==> src/rtl/ows_link_seq_pkg.sv <==
// Shared types and default timing for the 1-Wire slave link sequencer.
// Timing constants are in microseconds; the sequencer scales them by its clock rate.
package ows_link_seq_pkg;

    typedef enum logic [3:0] {
        StWaitRst,
        StRstLow,
        StPresDly,
        StPresLow,
        StPresRel,
        StSlotIdle,
        StSlotRun,
        StSlotEnd,
        StHalt
    } ls_state_e;

    localparam int unsigned OWS_CLK_PER_US = 50;
    localparam int unsigned OWS_RSTL_US    = 480;
    localparam int unsigned OWS_PDH_US     = 30;
    localparam int unsigned OWS_PDL_US     = 120;
    localparam int unsigned OWS_SAMP_US    = 30;
    localparam int unsigned OWS_CNT_W      = 16;

    function automatic int unsigned us_to_cyc(input int unsigned us, input int unsigned clk_per_us);
        return us * clk_per_us;
    endfunction

endpackage

==> src/rtl/ows_link_seq_if.sv <==
// Link-side signal bundle between the DQ pad / command FSM and the link sequencer.
// slave: the sequencer itself; master: whatever drives DQ and consumes the byte stream.
interface ows_link_seq_if;
    logic       dq_in;
    logic       dq_pull;
    logic       start_flag;
    logic       write_ctrl;
    logic [7:0] rx_byte;
    logic [7:0] tx_byte;
    logic       tx_load;
    logic       tx_busy;
    logic       stop_flg;
    logic       link_err;

    modport slave (
        input  dq_in, tx_byte, tx_load, stop_flg,
        output dq_pull, start_flag, write_ctrl, rx_byte, tx_busy, link_err
    );

    modport master (
        output dq_in, tx_byte, tx_load, stop_flg,
        input  dq_pull, start_flag, write_ctrl, rx_byte, tx_busy, link_err
    );
endinterface

==> src/rtl/ows_dq_sync.sv <==
// Two-flop synchronizer for the asynchronous DQ pad plus fall/rise detection on the synced value.
// Resets to the idle-high bus level so no spurious edge follows reset.
module ows_dq_sync (
    input  logic clk,
    input  logic rst_n,
    input  logic dq_i,
    output logic dq_o,
    output logic fall_o,
    output logic rise_o
);

    // [0] first stage, [1] synced DQ, [2] previous synced DQ
    logic [2:0] sr_q, sr_d;

    always_comb begin
        sr_d = {sr_q[1:0], dq_i};
    end

    always_ff @(posedge clk) begin
        if (!rst_n) begin
            sr_q <= 3'b111;
        end else begin
            sr_q <= sr_d;
        end
    end

    assign dq_o   = sr_q[1];
    assign fall_o = sr_q[2] & ~sr_q[1];
    assign rise_o = ~sr_q[2] & sr_q[1];

endmodule

==> src/rtl/ows_link_seq.sv <==
// 1-Wire slave bit-level link sequencer: reset qualification, presence pulse, slot timing,
// LSB-first byte assembly and read-slot serialisation, halting on stop_flg until the next bus reset.
module ows_link_seq
    import ows_link_seq_pkg::*;
#(
    parameter int unsigned CLK_PER_US = OWS_CLK_PER_US,
    parameter int unsigned RSTL_US    = OWS_RSTL_US,
    parameter int unsigned PDH_US     = OWS_PDH_US,
    parameter int unsigned PDL_US     = OWS_PDL_US,
    parameter int unsigned SAMP_US    = OWS_SAMP_US,
    parameter int unsigned CNT_W      = OWS_CNT_W
) (
    input  logic          clk,
    input  logic          rst_n,
    ows_link_seq_if.slave bus
);

    localparam logic [CNT_W-1:0] RSTL_M1  = CNT_W'(us_to_cyc(RSTL_US, CLK_PER_US) - 1);
    // SLOT_END sees the low level one edge before RST_LOW would see the rise, hence one less.
    localparam logic [CNT_W-1:0] RSTL_M2  = CNT_W'(us_to_cyc(RSTL_US, CLK_PER_US) - 2);
    localparam logic [CNT_W-1:0] PDH_M1   = CNT_W'(us_to_cyc(PDH_US, CLK_PER_US) - 1);
    localparam logic [CNT_W-1:0] PDL_M1   = CNT_W'(us_to_cyc(PDL_US, CLK_PER_US) - 1);
    localparam logic [CNT_W-1:0] SAMP_CYC = CNT_W'(us_to_cyc(SAMP_US, CLK_PER_US));

    ls_state_e        state_q, state_d;
    logic [CNT_W-1:0] timer_q, timer_d, timer_inc;
    logic [2:0]       bit_cnt_q, bit_cnt_d;
    logic [7:0]       rx_sr_q, rx_sr_d;
    logic [7:0]       tx_sr_q, tx_sr_d;
    logic [7:0]       rx_byte_q, rx_byte_d;
    logic             tx_busy_q, tx_busy_d;
    logic             link_err_q, link_err_d;
    logic             start_flag_q, start_flag_d;
    logic             write_ctrl_q, write_ctrl_d;
    logic             dq_s, fall, rise;
    logic             dq_pull;

    ows_dq_sync u_dq_sync (
        .clk    (clk),
        .rst_n  (rst_n),
        .dq_i   (bus.dq_in),
        .dq_o   (dq_s),
        .fall_o (fall),
        .rise_o (rise)
    );

    assign timer_inc = (timer_q == '1) ? timer_q : timer_q + 1'b1;

    always_ff @(posedge clk) begin
        if (!rst_n) begin
            state_q      <= StWaitRst;
            timer_q      <= '0;
            bit_cnt_q    <= '0;
            rx_sr_q      <= '0;
            tx_sr_q      <= '0;
            rx_byte_q    <= '0;
            tx_busy_q    <= 1'b0;
            link_err_q   <= 1'b0;
            start_flag_q <= 1'b0;
            write_ctrl_q <= 1'b0;
        end else begin
            state_q      <= state_d;
            timer_q      <= timer_d;
            bit_cnt_q    <= bit_cnt_d;
            rx_sr_q      <= rx_sr_d;
            tx_sr_q      <= tx_sr_d;
            rx_byte_q    <= rx_byte_d;
            tx_busy_q    <= tx_busy_d;
            link_err_q   <= link_err_d;
            start_flag_q <= start_flag_d;
            write_ctrl_q <= write_ctrl_d;
        end
    end

    always_comb begin
        state_d      = state_q;
        timer_d      = timer_q;
        bit_cnt_d    = bit_cnt_q;
        rx_sr_d      = rx_sr_q;
        tx_sr_d      = tx_sr_q;
        rx_byte_d    = rx_byte_q;
        tx_busy_d    = tx_busy_q;
        link_err_d   = link_err_q;
        start_flag_d = 1'b0;
        write_ctrl_d = 1'b0;

        case (state_q)
            StWaitRst, StHalt: begin
                if (fall) begin
                    state_d    = StRstLow;
                    timer_d    = '0;
                    link_err_d = 1'b0;
                end
            end
            StRstLow: begin
                timer_d = timer_inc;
                if (rise) begin
                    timer_d = '0;
                    state_d = (timer_q >= RSTL_M1) ? StPresDly : StWaitRst;
                end
            end
            StPresDly: begin
                if (!dq_s) begin
                    timer_d = '0;
                end else if (timer_q == PDH_M1) begin
                    state_d = StPresLow;
                    timer_d = '0;
                end else begin
                    timer_d = timer_inc;
                end
            end
            StPresLow: begin
                if (timer_q == PDL_M1) begin
                    state_d = StPresRel;
                    timer_d = '0;
                end else begin
                    timer_d = timer_inc;
                end
            end
            StPresRel: begin
                if (dq_s) begin
                    state_d      = StSlotIdle;
                    start_flag_d = 1'b1;
                    bit_cnt_d    = '0;
                    tx_busy_d    = 1'b0;
                end
            end
            StSlotIdle: begin
                if (bit_cnt_q == 3'd0 && bus.tx_load) begin
                    tx_sr_d   = bus.tx_byte;
                    tx_busy_d = 1'b1;
                end
                if (fall) begin
                    state_d = StSlotRun;
                    timer_d = '0;
                end
            end
            StSlotRun: begin
                timer_d = timer_inc;
                if (timer_q == SAMP_CYC) begin
                    state_d   = StSlotEnd;
                    bit_cnt_d = bit_cnt_q + 3'd1;
                    if (tx_busy_q) begin
                        tx_sr_d = tx_sr_q >> 1;
                        if (bit_cnt_q == 3'd7) begin
                            tx_busy_d = 1'b0;
                        end
                    end else begin
                        rx_sr_d = {dq_s, rx_sr_q[7:1]};
                        if (bit_cnt_q == 3'd7) begin
                            rx_byte_d    = {dq_s, rx_sr_q[7:1]};
                            write_ctrl_d = 1'b1;
                        end
                    end
                end
            end
            StSlotEnd: begin
                timer_d = timer_inc;
                // Level, not edge: a short write-1 low has already ended before the sample point.
                if (dq_s) begin
                    state_d = StSlotIdle;
                end else if (timer_q >= RSTL_M2) begin
                    state_d    = StRstLow;
                    link_err_d = 1'b1;
                    bit_cnt_d  = '0;
                    tx_busy_d  = 1'b0;
                end
            end
            default: begin
                state_d = StWaitRst;
            end
        endcase

        if (bus.stop_flg && (state_q == StSlotIdle || state_q == StSlotRun ||
                             state_q == StSlotEnd)) begin
            state_d      = StHalt;
            bit_cnt_d    = '0;
            tx_busy_d    = 1'b0;
            rx_byte_d    = rx_byte_q;
            write_ctrl_d = 1'b0;
            link_err_d   = link_err_q;
        end
    end

    always_comb begin
        dq_pull = 1'b0;
        case (state_q)
            StPresLow: dq_pull = 1'b1;
            StSlotRun: dq_pull = tx_busy_q & ~tx_sr_q[0] & (timer_q < SAMP_CYC);
            default:   dq_pull = 1'b0;
        endcase
    end

    assign bus.dq_pull    = dq_pull;
    assign bus.start_flag = start_flag_q;
    assign bus.write_ctrl = write_ctrl_q;
    assign bus.rx_byte    = rx_byte_q;
    assign bus.tx_busy    = tx_busy_q;
    assign bus.link_err   = link_err_q;

endmodule
==> src/flat_wrapper.sv <==
// flat-port wrapper written by rule: the top's interface ports become plain ports
module ows_link_seq_flat import ows_link_seq_pkg::*;
#(
    parameter int unsigned CLK_PER_US = OWS_CLK_PER_US,
    parameter int unsigned RSTL_US    = OWS_RSTL_US,
    parameter int unsigned PDH_US     = OWS_PDH_US,
    parameter int unsigned PDL_US     = OWS_PDL_US,
    parameter int unsigned SAMP_US    = OWS_SAMP_US,
    parameter int unsigned CNT_W      = OWS_CNT_W
)
  (clk, rst_n, bus_dq_in, bus_tx_byte, bus_tx_load, bus_stop_flg, bus_dq_pull, bus_start_flag, bus_write_ctrl, bus_rx_byte, bus_tx_busy, bus_link_err);
  ows_link_seq_if bus_i ();
  input  logic clk;
  input  logic rst_n;
  input wire logic [$bits(bus_i.dq_in)-1:0] bus_dq_in;
  input wire logic [$bits(bus_i.tx_byte)-1:0] bus_tx_byte;
  input wire logic [$bits(bus_i.tx_load)-1:0] bus_tx_load;
  input wire logic [$bits(bus_i.stop_flg)-1:0] bus_stop_flg;
  output wire logic [$bits(bus_i.dq_pull)-1:0] bus_dq_pull;
  output wire logic [$bits(bus_i.start_flag)-1:0] bus_start_flag;
  output wire logic [$bits(bus_i.write_ctrl)-1:0] bus_write_ctrl;
  output wire logic [$bits(bus_i.rx_byte)-1:0] bus_rx_byte;
  output wire logic [$bits(bus_i.tx_busy)-1:0] bus_tx_busy;
  output wire logic [$bits(bus_i.link_err)-1:0] bus_link_err;
  assign bus_i.dq_in = bus_dq_in;
  assign bus_i.tx_byte = bus_tx_byte;
  assign bus_i.tx_load = bus_tx_load;
  assign bus_i.stop_flg = bus_stop_flg;
  assign bus_dq_pull = bus_i.dq_pull;
  assign bus_start_flag = bus_i.start_flag;
  assign bus_write_ctrl = bus_i.write_ctrl;
  assign bus_rx_byte = bus_i.rx_byte;
  assign bus_tx_busy = bus_i.tx_busy;
  assign bus_link_err = bus_i.link_err;
  ows_link_seq #(.CLK_PER_US(CLK_PER_US), .RSTL_US(RSTL_US), .PDH_US(PDH_US), .PDL_US(PDL_US), .SAMP_US(SAMP_US), .CNT_W(CNT_W)) u_core (.clk(clk), .rst_n(rst_n), .bus(bus_i));
endmodule
==> config.mk <==
export PLATFORM = sky130hd
export DESIGN_NAME = ows_link_seq_flat
export DESIGN_NICKNAME = d
export VERILOG_FILES = /design/src/rtl/ows_link_seq_pkg.sv /design/src/rtl/ows_link_seq_if.sv /design/src/rtl/ows_dq_sync.sv /design/src/rtl/ows_link_seq.sv /design/src/flat_wrapper.sv
export SDC_FILE = /design/constraint.sdc
export NUM_CORES = 1
export LEC_CHECK = 0
export ABC_AREA = 0
export CORE_AREA = 2 2 104 106
export CTS_BUF_LIST = sky130_fd_sc_hd__clkbuf_2
export DETAILED_ROUTE_END_ITERATION = 10
export DIE_AREA = 0 0 106 108
export REMOVE_ABC_BUFFERS = 1
export SLEW_MARGIN = 20
export SYNTH_ARGS = -nofsm -noshare
export SYNTH_HDL_FRONTEND = slang
export SYNTH_SLANG_ARGS = --single-unit
==> constraint.sdc <==
create_clock -name clk -period 2.1 [get_ports clk]
set_input_delay 0.42 -clock clk [delete_from_list [all_inputs] [get_ports clk]]
set_output_delay 0.42 -clock clk [all_outputs]
set_load 0.005 [all_outputs]
==> out/metrics.csv, run 1 <==
stage;metric;value;unit
worst_setup_path;endpoint of the lowest-slack register-to-register path;u_core.state_q[0];
clock_tree;total number of clock tree sinks;53;
route;Antenna Violating Nets Remaining;0;
power;Cell Pwr Density;410;nW/um^2
cells_and_area;fillcell total;990;
route;DRT iter0 DRCs;299;
synthesis;Synth area leaders;sky130_fd_sc_hd__dfxtp_1, sky130_fd_sc_hd__nand2_1, sky130_fd_sc_hd__a21oi_1;
clock_tree;number of buffers created by CTS;5;
power;proportion of power drawn by the clock network;0.315;
cells_and_area;Post-layout nets;494;
route;vias per std cell;5.21;
synthesis;Yosys top cell by area;sky130_fd_sc_hd__dfxtp_1;
place;number of buffers inserted by port buffering;25;
clock_tree;clock root buffer;sky130_fd_sc_hd__clkbuf_2;
floorplanning;number of top-level pins;26;
grt;global-route wire length before repair;14700;um
floorplanning;floorplan row count;37;
worst_setup_path;Worst Reg2Reg Path Length in Cells;8;
clock_tree;maximum buffer depth of the clock tree;2;
worst_hold_path;worst-case hold path end point;u_core.u_dq_sync.sr_q[1];
clock_tree;clock transition at the register clock pins on the worst setup and hold paths after CTS;0.30;ns
power;switching share of total power;0.257;
sta;slew at the pin closest to its max-slew limit;0.548;ns
floorplanning;chip height;108;um
cells_and_area;fraction of final layout cells with drive strength greater than 1;0.323;
clock_tree;later-pin clock latency in the skew report;0.46;ns
route;total DRC errors in the routed layout;0;
synthesis;post-synthesis average cell area;8.02;um^2
clock_tree;TritonCTS clock tree;yes;
clock_tree;CTS hold repair buffers;0;
worst_setup_path;CP Class;reg2reg;
sta;max-slew violation count;0;
power;power spent charging and discharging nets;0.452;mW
cells_and_area;fraction of the core area covered by cells at the end of the flow;0.419;
grt;maximum number of pins on one net before global-route repair;20;
floorplanning;area of the die;11400;um^2
route;detailed-route via count;3194;
sta;final period utilization;1.05;
synthesis;flip-flop and latch count after synthesis;53;
power;maximum vdd drop;0.000237;V
synthesis;top flip-flop cell by instance count after synthesis;sky130_fd_sc_hd__dfxtp_1;
sta;final setup violation count;13;
sta;Post-Route Skew;0.0364;ns
sta;number of hold violations in the final report;0;
synthesis;register area share after synthesis;0.351;
cells_and_area;number of inserted diodes;0;
power;proportion of power drawn by flip-flops and latches;0.580;
synthesis;async set-reset flop share out of synthesis;0;
floorplanning;core area;10200;um^2
worst_setup_path;required arrival time at the worst endpoint;2.51;ns
sta;headroom to the max-slew limit;0.633;
synthesis;post-synthesis instance total;377;
clock_tree;H-tree Lvls;2;
outcome;violations in the final reports;setup timing;
place;sum of net half-perimeters after detailed placement;6660;um
synthesis;synthesized cell area;3030;um^2
grt;residual overflow from global routing;0;
floorplanning;Initial Utilization;0.296;
place;cell count after placement;594;
worst_hold_path;cell count of the worst hold path;1;
sta;smallest setup slack after layout;-0.100;ns
sta;post-layout minimum cycle time;2.20;ns
synthesis;EDFF count, synth;0;
power;Cell Int Power;1.30;mW
outcome;outcome;finished with violations;
worst_setup_path;category of the worst setup path capture point;flip-flop;
synthesis;most instantiated library cell after synthesis;sky130_fd_sc_hd__nand2_1;
synthesis;synth cell count leaders;sky130_fd_sc_hd__nand2_1, sky130_fd_sc_hd__dfxtp_1, sky130_fd_sc_hd__nor2_1;
route;sum of routed wire length over all layers;8810;um
worst_setup_path;arrival time at the worst endpoint;2.61;ns
power;total chip power;1.76;mW
worst_hold_path;start point of the worst hold path;u_core.u_dq_sync.sr_q[0];
power;Logic pwr share;0.105;
sta;unrepaired setup endpoints after global routing;yes;
grt;number of antenna violations at the first check in global routing;0;
run;Max Cap Viol;0;
synthesis;area share of the largest cell type after synthesis;0.351;
floorplanning;overall die width;106;um
synthesis;Yosys warning count;0;
sta;achievable frequency;0.454;GHz
route;routed length per instance;14.4;um
cells_and_area;post-route non-filler standard cell count;613;
route;drt first pass iters;5;
grt;GRT Util Overall;0.157;
worst_setup_path;FF-to-FF Start;u_core.timer_q[15];
cells_and_area;synth-to-layout area growth;41.7;%
place;weighted congestion at the end of routability-driven global placement;0.931;
grt;vias in the first global route;3053;
worst_setup_path;critical path fanouts, max;4;
worst_setup_path;Critical Path Source Type;flip-flop;
worst_setup_path;worst reg-to-reg setup slack;-0.10;ns
synthesis;unique cell type count in the Yosys netlist;66;
power;Leak Pwr;1.66;nW
worst_hold_path;Hold/Removal Path Class;reg2reg;
-- metal layers --
metal  share of wire  track usage  vias to the layer above
met3           0.042       0.0217                       14
li1                -            -                     1585
met2            0.48        0.270                       85
met4           0.016       0.0517                        0
met1            0.46        0.205                     1510
met5               0            0                        -
-- cell families (layout without fill, tap and decap cells) --
logic type               count (synthesis)  in the layout  share of synthesized area
buffers and inverters                   38            138                     0.0575
multiplexers                            12             12                     0.0405
AO/OA/AOI/OAI                           88             88                      0.207
adder cells (fa/ha/maj)                  5              5                     0.0207
AND/OR/NAND/NOR                        180            180                      0.321
flip-flops                              53             53                      0.351
XOR/XNOR                                 1              1                    0.00290
-- registers in the layout, indices dropped and copies added (netlist names), 3 cells and up --
register and cells:
u_core.bus.rx_byte 8, u_core.bit_cnt_q 3, u_core.tx_sr_q 8, u_core.state_q 4, u_core.u_dq_sync.sr_q 3, u_core.timer_q 16, u_core.rx_sr_q 7
-- critical path, stage by stage (launching register included) --
cell and delay, ns:
sky130_fd_sc_hd__dfxtp_4 0.43, sky130_fd_sc_hd__buf_6 0.11, sky130_fd_sc_hd__or2_1 0.23, sky130_fd_sc_hd__or4_4 0.46, sky130_fd_sc_hd__o211a_4 0.26, sky130_fd_sc_hd__nor4_4 0.32
sky130_fd_sc_hd__buf_4 0.22, sky130_fd_sc_hd__nand2_2 0.06, sky130_fd_sc_hd__o41ai_2 0.05
-- metrics by stage --
stage               TNS [ns]  setup slack, ns  cell area (um^2)  hold WS, ns
detailed placement     -4.24           -0.245              3950        0.396
finish                -0.652           -0.100              4290        0.449
global route           -3.49           -0.174              4290        0.454
floorplan              -8.87           -0.704              2890        0.386
CTS                    -1.31           -0.120              4180        0.454
global placement       -3.29           -0.192              3950        0.392
-- layout make-up --
type | instances | area (um^2) | area share
Sequential cell | 53 | 1080 | 0.252
Timing Repair Buffer | 120 | 981 | 0.229
Tap cell | 136 | 170 | 0.0397
Multi-Input combinational cell | 286 | 1950 | 0.454
Clock buffer | 5 | 25.0 | 0.00584
Inverter | 10 | 37.5 | 0.00876
Clock inverter | 3 | 46.3 | 0.0108
-- worst max path at each step --
stage	slack (ns)	endpoint	from
floorplan	-0.70	u_core.tx_sr_q[0]	u_core.state_q[1]
global placement	-0.19	u_core.timer_q[4]	u_core.timer_q[11]
detailed placement	-0.24	u_core.timer_q[4]	u_core.timer_q[11]
CTS	-0.12	u_core.state_q[0]	u_core.timer_q[15]
global route	-0.17	u_core.timer_q[10]	u_core.timer_q[11]
finish	-0.10	u_core.state_q[0]	u_core.timer_q[15]
-- cells in the final DEF, fill, tap and decap left out, types with 9 or more instances in the layout --
master / n
sky130_fd_sc_hd__dfxtp_2: 10
sky130_fd_sc_hd__mux2i_1: 10
sky130_fd_sc_hd__a21oi_1: 21
sky130_fd_sc_hd__nor2_1: 31
sky130_fd_sc_hd__nand2_1: 55
sky130_fd_sc_hd__nand4_1: 13
sky130_fd_sc_hd__dfxtp_1: 41
sky130_fd_sc_hd__clkdlybuf4s50_1: 24
sky130_fd_sc_hd__inv_1: 9
sky130_fd_sc_hd__buf_4: 89
sky130_fd_sc_hd__nand3_1: 15
-- power by group through the flow --
stage	Combinational (mW)	Sequential, mW	Clock [mW]
3_5_place_dp	0.168	1.04	0
5_1_grt	0.200	1.02	0.609
6_report	0.185	1.02	0.554
2_1_floorplan	0.0641	1.04	0
3_3_place_gp	0.166	1.04	0
4_1_cts	0.179	1.02	0.573
-- timing repair --
item	CTS	global route
setup endpoints to repair	34	50
buffers inserted	8	3
pin swaps	20	20
resized for setup	37	23
endpoints found under the hold margin	0	0
No activity file was read; power rests on OpenSTA's default activity.
==> run 2, diff against run 1 <==
--- a/config.mk
+++ b/config.mk
@@ -6,10 +6,10 @@
 export NUM_CORES = 1
 export LEC_CHECK = 0
 export ABC_AREA = 0
-export CORE_AREA = 2 2 104 106
+export CORE_AREA = 2 2 90 92
 export CTS_BUF_LIST = sky130_fd_sc_hd__clkbuf_2
 export DETAILED_ROUTE_END_ITERATION = 10
-export DIE_AREA = 0 0 106 108
+export DIE_AREA = 0 0 92 94
 export REMOVE_ABC_BUFFERS = 1
 export SLEW_MARGIN = 20
 export SYNTH_ARGS = -nofsm -noshare
==> run 2 against run 1 <==
Compared with the run above: the flow still finishes with violations (setup timing); via count rose by 0.78%; clock power down 17%; power shrank 5.4%; largest power group unchanged.
==> out/metrics.csv, run 2 (synthesis results as in run 1) <==
stage;metric;value;unit
cells_and_area;Post-layout nets;494;
route;total DRC errors in the routed layout;0;
worst_setup_path;arrival time at the worst endpoint;1.76;ns
place;pre-CTS setup slack;-0.210;ns
power;total chip power;1.66;mW
cells_and_area;number of inserted diodes;0;
cells_and_area;most frequent cells in the layout;sky130_fd_sc_hd__buf_4, sky130_fd_sc_hd__nand2_1, sky130_fd_sc_hd__dfxtp_1;
place;number of buffers inserted by port buffering;25;
route;DRT iter0 DRCs;184;
clock_tree;number of buffers created by CTS;5;
cells_and_area;largest reg by FF count;u_core.timer_q;
cells_and_area;synth-to-layout area growth;44.0;%
cells_and_area;fraction of final layout cells with drive strength greater than 1;0.348;
sta;final period utilization;1.04;
sta;slew at the pin closest to its max-slew limit;0.509;ns
sta;Post-Route Skew;0.0204;ns
grt;residual overflow from global routing;0;
worst_hold_path;Hold/Removal Path Class;reg2reg;
cells_and_area;most common cell after layout, fill and taps aside;sky130_fd_sc_hd__buf_4;
place;weighted congestion at the end of routability-driven global placement;0.910;
run;Max Cap Viol;0;
sta;final setup violation count;9;
clock_tree;H-tree Lvls;2;
clock_tree;TritonCTS clock tree;yes;
sta;headroom to the max-slew limit;0.659;
power;maximum vdd drop;0.000198;V
sta;unrepaired setup endpoints after global routing;yes;
power;Leak Pwr;1.68;nW
route;Antenna Violating Nets Remaining;0;
route;sum of routed wire length over all layers;9220;um
floorplanning;chip height;94;um
worst_setup_path;required arrival time at the worst endpoint;1.68;ns
route;routed length per instance;15.9;um
sta;achievable frequency;0.458;GHz
floorplanning;floorplan row count;32;
grt;GRT Util Overall;0.208;
floorplanning;area of the die;8650;um^2
sta;post-route worst hold slack;0.448;ns
outcome;violations in the final reports;setup timing;
sta;post-layout minimum cycle time;2.18;ns
clock_tree;clock transition at the register clock pins on the worst setup and hold paths after CTS;0.29;ns
power;Cell Pwr Density;382;nW/um^2
floorplanning;core area;7610;um^2
clock_tree;total number of clock tree sinks;53;
grt;number of antenna violations at the first check in global routing;0;
clock_tree;later-pin clock latency in the skew report;0.47;ns
floorplanning;Initial Utilization;0.398;
sta;max-slew violation count;0;
floorplanning;overall die width;92;um
route;drt first pass iters;4;
clock_tree;clock root buffer;sky130_fd_sc_hd__clkbuf_2;
grt;maximum number of pins on one net before global-route repair;26;
route;vias per std cell;5.56;
clock_tree;maximum buffer depth of the clock tree;2;
sta;number of hold violations in the final report;0;
cells_and_area;max reg flops;16;
grt;global-route wire length before repair;14500;um
worst_setup_path;category of the worst setup path capture point;primary output;
sta;smallest setup slack after layout;-0.0821;ns
outcome;outcome;finished with violations;
grt;vias in the first global route;2969;
floorplanning;number of top-level pins;26;
worst_setup_path;critical path fanouts, max;5;
worst_setup_path;Critical Path Source Type;flip-flop;
place;sum of net half-perimeters after detailed placement;6430;um
worst_setup_path;CP Class;reg2out;
route;detailed-route via count;3219;
cells_and_area;fraction of the core area covered by cells at the end of the flow;0.573;
==> run 2: changes by cell type in the layout (fill, tap and decap cells not counted), sizes merged <==
cell / change
clkinvlp: -1
bufinv: -1
clkinv: +1
inv: +1
==> run 2: path summary, 6_finish.rpt <==
kind,start,endpoint,slack [ns],cells after the start
min reg2reg,u_core.u_dq_sync.sr_q[0],u_core.u_dq_sync.sr_q[1],0.45,1
max reg2reg,u_core.timer_q[13],u_core.bit_cnt_q[0],-0.07,7
max,u_core.timer_q[10],bus_dq_pull,-0.08,6
min,u_core.u_dq_sync.sr_q[0],u_core.u_dq_sync.sr_q[1],0.45,1
==> run 2: layout make-up <==
type                       count  area, um^2
clock buffer                   5        25.0
clock inverter                 3        26.3
fill                         701        3250
inverter                      10        37.5
multi-input combinational    286        2030
sequential                    53        1090
tap                          102         128
timing repair buffer         120        1010
==> run 2: worst max-delay path, stage by stage (launching register included) <==
cell,delay (ns)
sky130_fd_sc_hd__dfxtp_4,0.41
sky130_fd_sc_hd__buf_4,0.15
sky130_fd_sc_hd__and2_4,0.17
sky130_fd_sc_hd__nor3_1,0.18
sky130_fd_sc_hd__nand4_1,0.10
sky130_fd_sc_hd__o21ai_1,0.13
sky130_fd_sc_hd__buf_2,0.14
==> run 2: what timing repair did <==
item                       CTS  global route
hold buffers                 0             0
resized for setup           29            57
setup endpoints to repair   32            41
buffers inserted             5            11
pin swaps                    8            25
==> run 2: layer usage <==
metal,wire [um],vias up,global-route usage
li1,-,1577,-
met1,4170,1523,0.275
met2,4400,97,0.345
met3,425,22,0.0345
met4,227,0,0.0697
met5,0,-,0
==> run 2: report_power, final <==
| part | internal [mW] | switching [mW] |
|---|---|---|
| clock | 0.0928 | 0.366 |
| combinational | 0.0914 | 0.101 |
| sequential | 1.01 | 0.00413 |
==> run 2: stage by stage <==
step	TNS, ns	instance area, um^2	instances
floorplan	-8.87	2890	349
global placement	-1.73	3890	556
detailed placement	-2.85	3890	556
CTS	-0.390	4070	569
global route	-2.16	4360	579
finish	-0.359	4360	579
